[config.mk]
export PLATFORM = sky130hd
export DESIGN_NAME = instruction_fetch_unit
export DESIGN_NICKNAME = d
export VERILOG_FILES = /design/src/rtl/mips_fetch_pkg.sv /design/src/rtl/fetch_next_pc.sv /design/src/rtl/instruction_fetch_unit.sv
export SDC_FILE = /design/constraint.sdc
export NUM_CORES = 1
export LEC_CHECK = 0
export BUFFER_PORTS_ARGS = -buffer_cell sky130_fd_sc_hd__buf_2
export CAP_MARGIN = 20
export CORE_MARGIN = 4
export CORE_UTILIZATION = 30
export CTS_BUF_LIST = sky130_fd_sc_hd__clkbuf_2 sky130_fd_sc_hd__clkbuf_4 sky130_fd_sc_hd__clkbuf_8
export DETAILED_ROUTE_END_ITERATION = 16
export PLACE_DENSITY_LB_ADDON = 0.3
export SETUP_SLACK_MARGIN = 0.5
export SLEW_MARGIN = 0
export SYNTH_ARGS = -nofsm -noshare
export SYNTH_HDL_FRONTEND = slang
export SYNTH_SLANG_ARGS = --single-unit
[constraint.sdc]
create_clock -name clock -period 5.9 [get_ports clock]
set_input_delay 0.59 -clock clock [delete_from_list [all_inputs] [get_ports clock]]
set_output_delay 0.59 -clock clock [all_outputs]
set_load 0.01 [all_outputs]
[src/rtl/mips_fetch_pkg.sv]
// Shared constants, opcode encodings and state type for the instruction fetch path.
// Program base addresses index the three resident programs in instruction memory.
package mips_fetch_pkg;

    localparam int ADDR_W = 10;
    localparam int DATA_W = 32;

    localparam logic [5:0] OP_JUMP = 6'b010000;
    localparam logic [5:0] OP_BEQ  = 6'b000100;
    localparam logic [5:0] OP_LD   = 6'b100010;
    localparam logic [5:0] OP_LDI  = 6'b100011;
    localparam logic [5:0] OP_ST   = 6'b101010;

    localparam logic [ADDR_W-1:0] PROG0_BASE = 10'd0;
    localparam logic [ADDR_W-1:0] PROG1_BASE = 10'd15;
    localparam logic [ADDR_W-1:0] PROG2_BASE = 10'd24;

    typedef enum logic [1:0] {
        ST_IDLE  = 2'd0,
        ST_FETCH = 2'd1,
        ST_HALT  = 2'd2
    } state_t;

    // Selector 3 is unused by software and falls back to program 0.
    function automatic logic [ADDR_W-1:0] prog_base(input logic [1:0] sel);
        case (sel)
            2'd1:    prog_base = PROG1_BASE;
            2'd2:    prog_base = PROG2_BASE;
            default: prog_base = PROG0_BASE;
        endcase
    endfunction

endpackage

[src/rtl/fetch_next_pc.sv]
// Combinational fetch priority mux: chooses the memory address for this cycle and
// the next values of the sequential pc, the tagged instruction address and valid.
module fetch_next_pc
    import mips_fetch_pkg::*;
(
    input  state_t            state_i,
    input  logic              start_i,
    input  logic [1:0]        prog_sel_i,
    input  logic              stall_i,
    input  logic              branch_taken_i,
    input  logic [ADDR_W-1:0] branch_target_i,
    input  logic              halt_req_i,
    input  logic [5:0]        opcode_i,
    input  logic [ADDR_W-1:0] jump_target_i,
    input  logic [ADDR_W-1:0] pc_i,
    input  logic [ADDR_W-1:0] instr_pc_i,
    input  logic              valid_i,
    output logic [ADDR_W-1:0] imem_addr_o,
    output logic [ADDR_W-1:0] pc_o,
    output logic [ADDR_W-1:0] instr_pc_o,
    output logic              valid_o,
    output logic              is_jump_o
);

    logic              redirect;
    logic [ADDR_W-1:0] target;

    always_comb begin
        is_jump_o   = valid_i && (opcode_i == OP_JUMP);
        redirect    = 1'b0;
        target      = '0;
        imem_addr_o = '0;
        pc_o        = pc_i;
        instr_pc_o  = instr_pc_i;
        valid_o     = valid_i;

        if (state_i == ST_FETCH) begin
            if (halt_req_i) begin
                valid_o = 1'b0;
            end else if (branch_taken_i) begin
                redirect = 1'b1;
                target   = branch_target_i;
            end else if (stall_i) begin
                // Re-read the word decode is holding so it is still on imem_data next cycle.
                imem_addr_o = instr_pc_i;
            end else if (is_jump_o) begin
                redirect = 1'b1;
                target   = jump_target_i;
            end else begin
                imem_addr_o = pc_i;
                instr_pc_o  = pc_i;
                pc_o        = pc_i + ADDR_W'(1);
                valid_o     = 1'b1;
            end
        end else begin
            valid_o = 1'b0;
            if (start_i) begin
                redirect = 1'b1;
                target   = prog_base(prog_sel_i);
            end
        end

        if (redirect) begin
            imem_addr_o = target;
            instr_pc_o  = target;
            pc_o        = target + ADDR_W'(1);
            valid_o     = 1'b1;
        end
    end

endmodule

[src/rtl/instruction_fetch_unit.sv]
// Fetch sequencer in front of a one-cycle synchronous instruction memory: holds the
// pc/state registers and tags each returned word with its address and validity.
module instruction_fetch_unit
    import mips_fetch_pkg::*;
(
    input  logic              clock,
    input  logic              reset_n,
    input  logic              start,
    input  logic [1:0]        prog_sel,
    input  logic              stall,
    input  logic              branch_taken,
    input  logic [ADDR_W-1:0] branch_target,
    input  logic              halt_req,
    output logic [ADDR_W-1:0] imem_addr,
    input  logic [DATA_W-1:0] imem_data,
    output logic [DATA_W-1:0] instr,
    output logic [ADDR_W-1:0] instr_pc,
    output logic              instr_valid,
    output logic              busy
);

    state_t            state_q;
    logic [ADDR_W-1:0] pc_q, pc_d;
    logic [ADDR_W-1:0] instr_pc_q, instr_pc_d;
    logic              valid_q, valid_d;
    logic              is_jump;

    fetch_next_pc u_next (
        .state_i         (state_q),
        .start_i         (start),
        .prog_sel_i      (prog_sel),
        .stall_i         (stall),
        .branch_taken_i  (branch_taken),
        .branch_target_i (branch_target),
        .halt_req_i      (halt_req),
        .opcode_i        (imem_data[31:26]),
        .jump_target_i   (imem_data[ADDR_W-1:0]),
        .pc_i            (pc_q),
        .instr_pc_i      (instr_pc_q),
        .valid_i         (valid_q),
        .imem_addr_o     (imem_addr),
        .pc_o            (pc_d),
        .instr_pc_o      (instr_pc_d),
        .valid_o         (valid_d),
        .is_jump_o       (is_jump)
    );

    always_ff @(posedge clock or negedge reset_n) begin
        if (!reset_n) begin
            state_q    <= ST_IDLE;
            pc_q       <= '0;
            instr_pc_q <= '0;
            valid_q    <= 1'b0;
        end else begin
            pc_q       <= pc_d;
            instr_pc_q <= instr_pc_d;
            valid_q    <= valid_d;
            case (state_q)
                ST_FETCH: if (halt_req) state_q <= ST_HALT;
                ST_IDLE,
                ST_HALT:  if (start) state_q <= ST_FETCH;
                default:  state_q <= ST_IDLE;
            endcase
        end
    end

    // Branch-shadow words and locally consumed jumps never reach decode.
    assign busy        = (state_q == ST_FETCH);
    assign instr       = imem_data;
    assign instr_pc    = instr_pc_q;
    assign instr_valid = valid_q && busy && !branch_taken && !is_jump;

endmodule

### Word-level counts from Yosys, hierarchy flattened

Index checks and enable logic that the tools add are counted.

| operators by class | value |
|---|---|
| equality and inequality tests | 14 |
| add/subtract/negate cells | 2 |
| muxes and demuxes | 40 |
| reduce and logical (&&, ||, !) cells | 12 |

Operator list:

| cell | number |
|---|---|
| $mux 10 | 24 |
| $add 10x1->10 const B | 2 |
| $mux 1 | 12 |
| $ne 4x3->1 const B | 3 |
| $pmux 5 s2 | 1 |
| $ne 2x1->1 const B | 4 |
| $eq 6x5->1 const B | 1 |
| $reduce_and 5->1 | 1 |
| $eq 2x1->1 const B | 2 |
| $eq 2x2->1 const B | 2 |
| $logic_and 1x1->1 | 4 |
| $mux 2 | 2 |
| $ne 2x2->1 const B | 2 |
| $pmux 2 s2 | 1 |
| $reduce_and 3->1 | 1 |
| $logic_not 1->1 | 2 |
| $logic_not 2->1 | 1 |
| $reduce_and 2->1 | 1 |
| $reduce_bool 2->1 | 1 |
| $reduce_or 2->1 | 1 |

| word-level totals | value |
|---|---|
| flip-flop bits (word level) | 23 |
| word-level logic and storage cells | 72 |
| bits of input ports | 50 |
| output and inout bits | 54 |

### Logic depth before layout (Yosys ltp)

| depth | value |
|---|---|
| depth in word-level cells | 9 |
| mapped depth | 9 |
| depth with buffers taken out | 9 |

### Modules after synthesis

A second synthesis with hierarchy kept.

| second synthesis, totals | value |
|---|---|
| cell total of the unflattened synthesis | 220 |
| area total of the unflattened synthesis | 2058.2 um^2 |

By module, submodules not included:

| module | times used | cells an instance | sequential area each (um^2) | area an instance (um^2) |
|---|---|---|---|---|
| fetch_next_pc | 1 | 158 | 0.0 | 1187.4 |
| instruction_fetch_unit | 1 | 62 | 575.6 | 870.8 |

### Worst setup path before layout

Ideal clock, no wire load.

| timing path | value |
|---|---|
| path type | input-to-reg |
| start point | input imem_data[29] |
| end point | register pc_q[9] |
| setup slack | 3.201 ns |
| arrival time | 2.627 ns |
| stages | 7 |
| path buffers | 0 |
| cells stage by stage | or4_1 nor3_4 a22oi_2 a222oi_1 nand2_1 or4_1 nand4_1 |

| on the way | value |
|---|---|
| longest elaborated chain between the ends | 9 |

RTL lines:

| what | line | text |
|---|---|---|
| start: declaration | instruction_fetch_unit.sv:15 | `input logic [DATA_W-1:0] imem_data,` |
| $eq 6x5->1 * | fetch_next_pc.sv:29 | `is_jump_o = valid_i && (opcode_i == OP_JUMP);` |
| $logic_and 1x1->1 * | fetch_next_pc.sv:29 |  |
| $mux 10 or $mux 1 (tied branches) | fetch_next_pc.sv:46 | `end else if (is_jump_o) begin` |
| $mux 10 or $mux 1 (tied branches) | fetch_next_pc.sv:43 | `end else if (stall_i) begin` |
| $mux 10 or $mux 1 (tied branches) | fetch_next_pc.sv:40 | `end else if (branch_taken_i) begin` |
| $mux 10 or $mux 1 (tied branches) | fetch_next_pc.sv:38 | `if (halt_req_i) begin` |
| $mux 10 or $mux 1 (tied branches) | fetch_next_pc.sv:37 | `if (state_i == ST_FETCH) begin` |
| $add 10x1->10 (tied with other cells) | fetch_next_pc.sv:66 | `pc_o = target + ADDR_W'(1);` |
| $mux 10 or $reduce_and 5->1 (tied branches) | - |  |
| end signal: assignment | instruction_fetch_unit.sv:55 | `pc_q <= pc_d;` |
| end: declaration | instruction_fetch_unit.sv:23 | `logic [ADDR_W-1:0] pc_q, pc_d;` |

Mark *: on every way between the ends. The rest lies on a longest branch, timed or not.
A chain may end at the register's enable or synchronous reset.

### Worst setup path after layout

| timing path | value |
|---|---|
| start point | input branch_taken |
| end point | output imem_addr[4] |

| on the way | value |
|---|---|
| longest elaborated chain between the ends | 4 |

RTL lines:

| what | line | text |
|---|---|---|
| start: declaration | instruction_fetch_unit.sv:11 | `input logic branch_taken,` |
| $mux 10 or $mux 1 (tied branches) | fetch_next_pc.sv:40 |  |
| $mux 10 or $mux 1 (tied branches) | fetch_next_pc.sv:38 |  |
| $mux 10 or $mux 1 (tied branches) | fetch_next_pc.sv:37 |  |
| $mux 10 * | fetch_next_pc.sv:63 | `if (redirect) begin` |
| end: declaration | instruction_fetch_unit.sv:14 | `output logic [ADDR_W-1:0] imem_addr,` |

Marked as above.

==> flow_summary.json <==
{
  "clkTransAtPathRegs_ns": 0.08,
  "rsz0062_at_grt": "no",
  "syn-instance-count": 207,
  "clock_tree.htree_level_count": 1,
  "antenna_left": 0,
  "leakage_nw": 0.9530,
  "ys.flop_type": "dfrtp_1",
  "ys_warn_count": 0,
  "grt_max_degree": 31,
  "viasPerCell": 5.302,
  "core-area_um2": 5608,
  "gp_congestion": 0.8515,
  "cts_buffers": 3,
  "hold_buffers": 0,
  "syn_avg_cell_area_um2": 8.492,
  "fmax_ghz": 0.3337,
  "final_util": 0.3572,
  "synth.top_cells.by_area": "dfrtp_1 33%, buf_4 14%, a22oi_1 5.1%",
  "mostFrequentLayoutCell": "buf_2",
  "critPathArrivalTime_ns": 2.41,
  "slew_headroom": 0.4230,
  "fin_skew_ns": 0.002448,
  "fin_nets": 300,
  "grt_pass1_wl_um": 8576,
  "layout-drive-gt1-share": 0.3374,
  "n_antenna_cell": 0,
  "synth_edf_count": 0,
  "die_y_um": 84.55,
  "syn-cell-area_um2": 1758,
  "first_iter_violations": 109,
  "criticalPathCategory": "in2out",
  "period_needed_ns": 2.996,
  "worstSetupEndpointType": "output pin",
  "track_usage": 0.1478,
  "die_area_um2": 7149,
  "hp-class": "in2async",
  "cts_resized": 0,
  "multi_input_area_um2": 910.9,
  "worstMarginPinSlew_ns": 0.8624,
  "setup_violations": 0,
  "peakVddDrop_uv": 116.4,
  "clock_latency_ns": 0.27,
  "power_frac_clock": 0.145,
  "cp-start-kind": "input pin",
  "p_per_area_nw_per_um2": 365.3,
  "dpl.hpwl_um": 3992,
  "dr.pass1.iters": 4,
  "stdcell_area_um2": 2003,
  "finalHoldViolations": 0,
  "async_flop_share": 1.000,
  "overflow": 0,
  "r2r_cells": 7,
  "clockBufferDepth": 2,
  "rows": 27,
  "ys_ff_latch": 23,
  "wirelength_um": 5270,
  "syn_to_final_growth_pct": 13.95,
  "max_cap_viol_count": 0,
  "synth.largest_area_cell": "dfrtp_1",
  "layout_common_cells": "71 x buf_2, 23 x dfrtp_1, 22 x nor2_1",
  "finalSetupTns_ns": 0,
  "yosysUniqueCellTypes": 46,
  "vias": 1686,
  "fp.dieW_um": 84.55,
  "port_buffers": 71,
  "cts_tree": "yes",
  "seqPwrFrac": 0.392,
  "start_util": 0.3135,
  "yosys.area.top_type_share": 0.3274,
  "placed_area_um2": 1954,
  "wl_per_cell_um": 16.57,
  "seqCellArea_um2": 575.6,
  "nFillCells": 609,
  "path_max_fanout": 12,
  "finalPower_uw": 731.8,
  "grt_pass1_vias": 1686,
  "p_int_uw": 425.2,
  "report.final.slew_viol_count": 0,
  "p_comb_frac": 0.463,
  "drc": 0,
  "post-route-period-util": 0.5079,
  "switching_power_uw": 306.5,
  "outcome": "complete, no violations",
  "cp.required_ns": 5.31,
  "post_cts_buffers": 0,
  "cts_sinks": 23,
  "antenna_found_initial": 0,
  "design.portCount": 104,
  "cts-root-buf": "clkbuf_8",
  "ys_seq_area_frac": 0.3274,
  "synth_nets": 260,
  "switching_share": 0.4189
}
-- final timing paths --
kind                                         from                 endpoint  slack, ns
max                                  branch_taken             imem_addr[4]       2.90
min                                       reset_n  instr_pc[6]$_DFFE_PN0P_       0.29
max reg2reg                state_q[1]$_DFFE_PN0P_      pc_q[9]$_DFFE_PN0P_       2.95
min reg2reg                   pc_q[0]$_DFFE_PN0P_      pc_q[0]$_DFFE_PN0P_       0.51
max in group asynchronous                 reset_n      valid_q$_DFFE_PN0P_       5.25
min in group clock            pc_q[0]$_DFFE_PN0P_      pc_q[0]$_DFFE_PN0P_       0.51
-- cell type report --
class                      instances  share of cell area
timing repair buffer              72              0.1811
inverter                           4            0.007495
sequential                        23              0.2873
clock buffer                       4             0.02436
multi-input combinational        143              0.4547
tap                               72             0.04497
-- power by group through the flow --
stage | clock (mW) | sequential, mW | combinational (mW)
CTS | 0.110 | 0.286 | 0.343
floorplan | 0 | 0.292 | 0.227
detailed placement | 0 | 0.289 | 0.340
global placement | 0 | 0.288 | 0.339
finish | 0.106 | 0.287 | 0.339
global route | 0.117 | 0.297 | 0.381
-- logic make-up after synthesis --
| family | Yosys count | synth area share |
|---|---|---|
| flops | 23 | 0.3274 |
| fa+ha+maj | 3 | 0.02135 |
| xor+xnor | 6 | 0.02990 |
| compound gates | 65 | 0.2512 |
| buf+inv | 41 | 0.1566 |
| simple gates | 69 | 0.2135 |
-- critical path, stage by stage --
cell and delay [ns]:
buf_2 0.14, or4b_4 0.66, nor3_4 0.44, a222oi_1 0.25
o21ai_0 0.16, buf_2 0.17
-- sequential cells by signal, summed over array words and instances, names as in the netlist --
register and cells:
instr_pc 10, pc_q 10, state_q 2, valid_q 1
-- Yosys cell counts (all sizes together), types with 2 or more instances --
library cell  number
a221o              2
nor3b              2
nor2              22
nand3b             2
buf               33
a22oi             14
dfrtp             23
a21oi             10
nand4              3
a221oi             3
or4                2
ha                 3
inv                4
a21o               4
nand2             17
a31oi              4
xnor2              3
o21bai             2
nand2b             2
clkbuf             4
o21ai             17
nand3              4
o21a               3
xor2               3
a222oi             2
nand4b             2
nor4               2
nor3               2
-- per-stage QoR --
step	setup WS [ns]	std cells	hold WS (ns)
final	2.904	318	0.2935
after global routing	2.721	318	0.3373
after CTS	2.878	318	0.3169
after detailed placement	2.615	314	0.4931
after global placement	2.623	314	0.4908
after floorplan	3.201	207	0.2944
-- metal layers --
metal  vias to the layer above  track usage  part of all wire
met5                         -            0                 0
met4                         0      0.05180             0.016
met3                         9      0.03337             0.093
met2                        80       0.2235              0.43
met1                       791       0.2067              0.46
li1                        806            -                 -
Power figures use the tool's default switching activity.
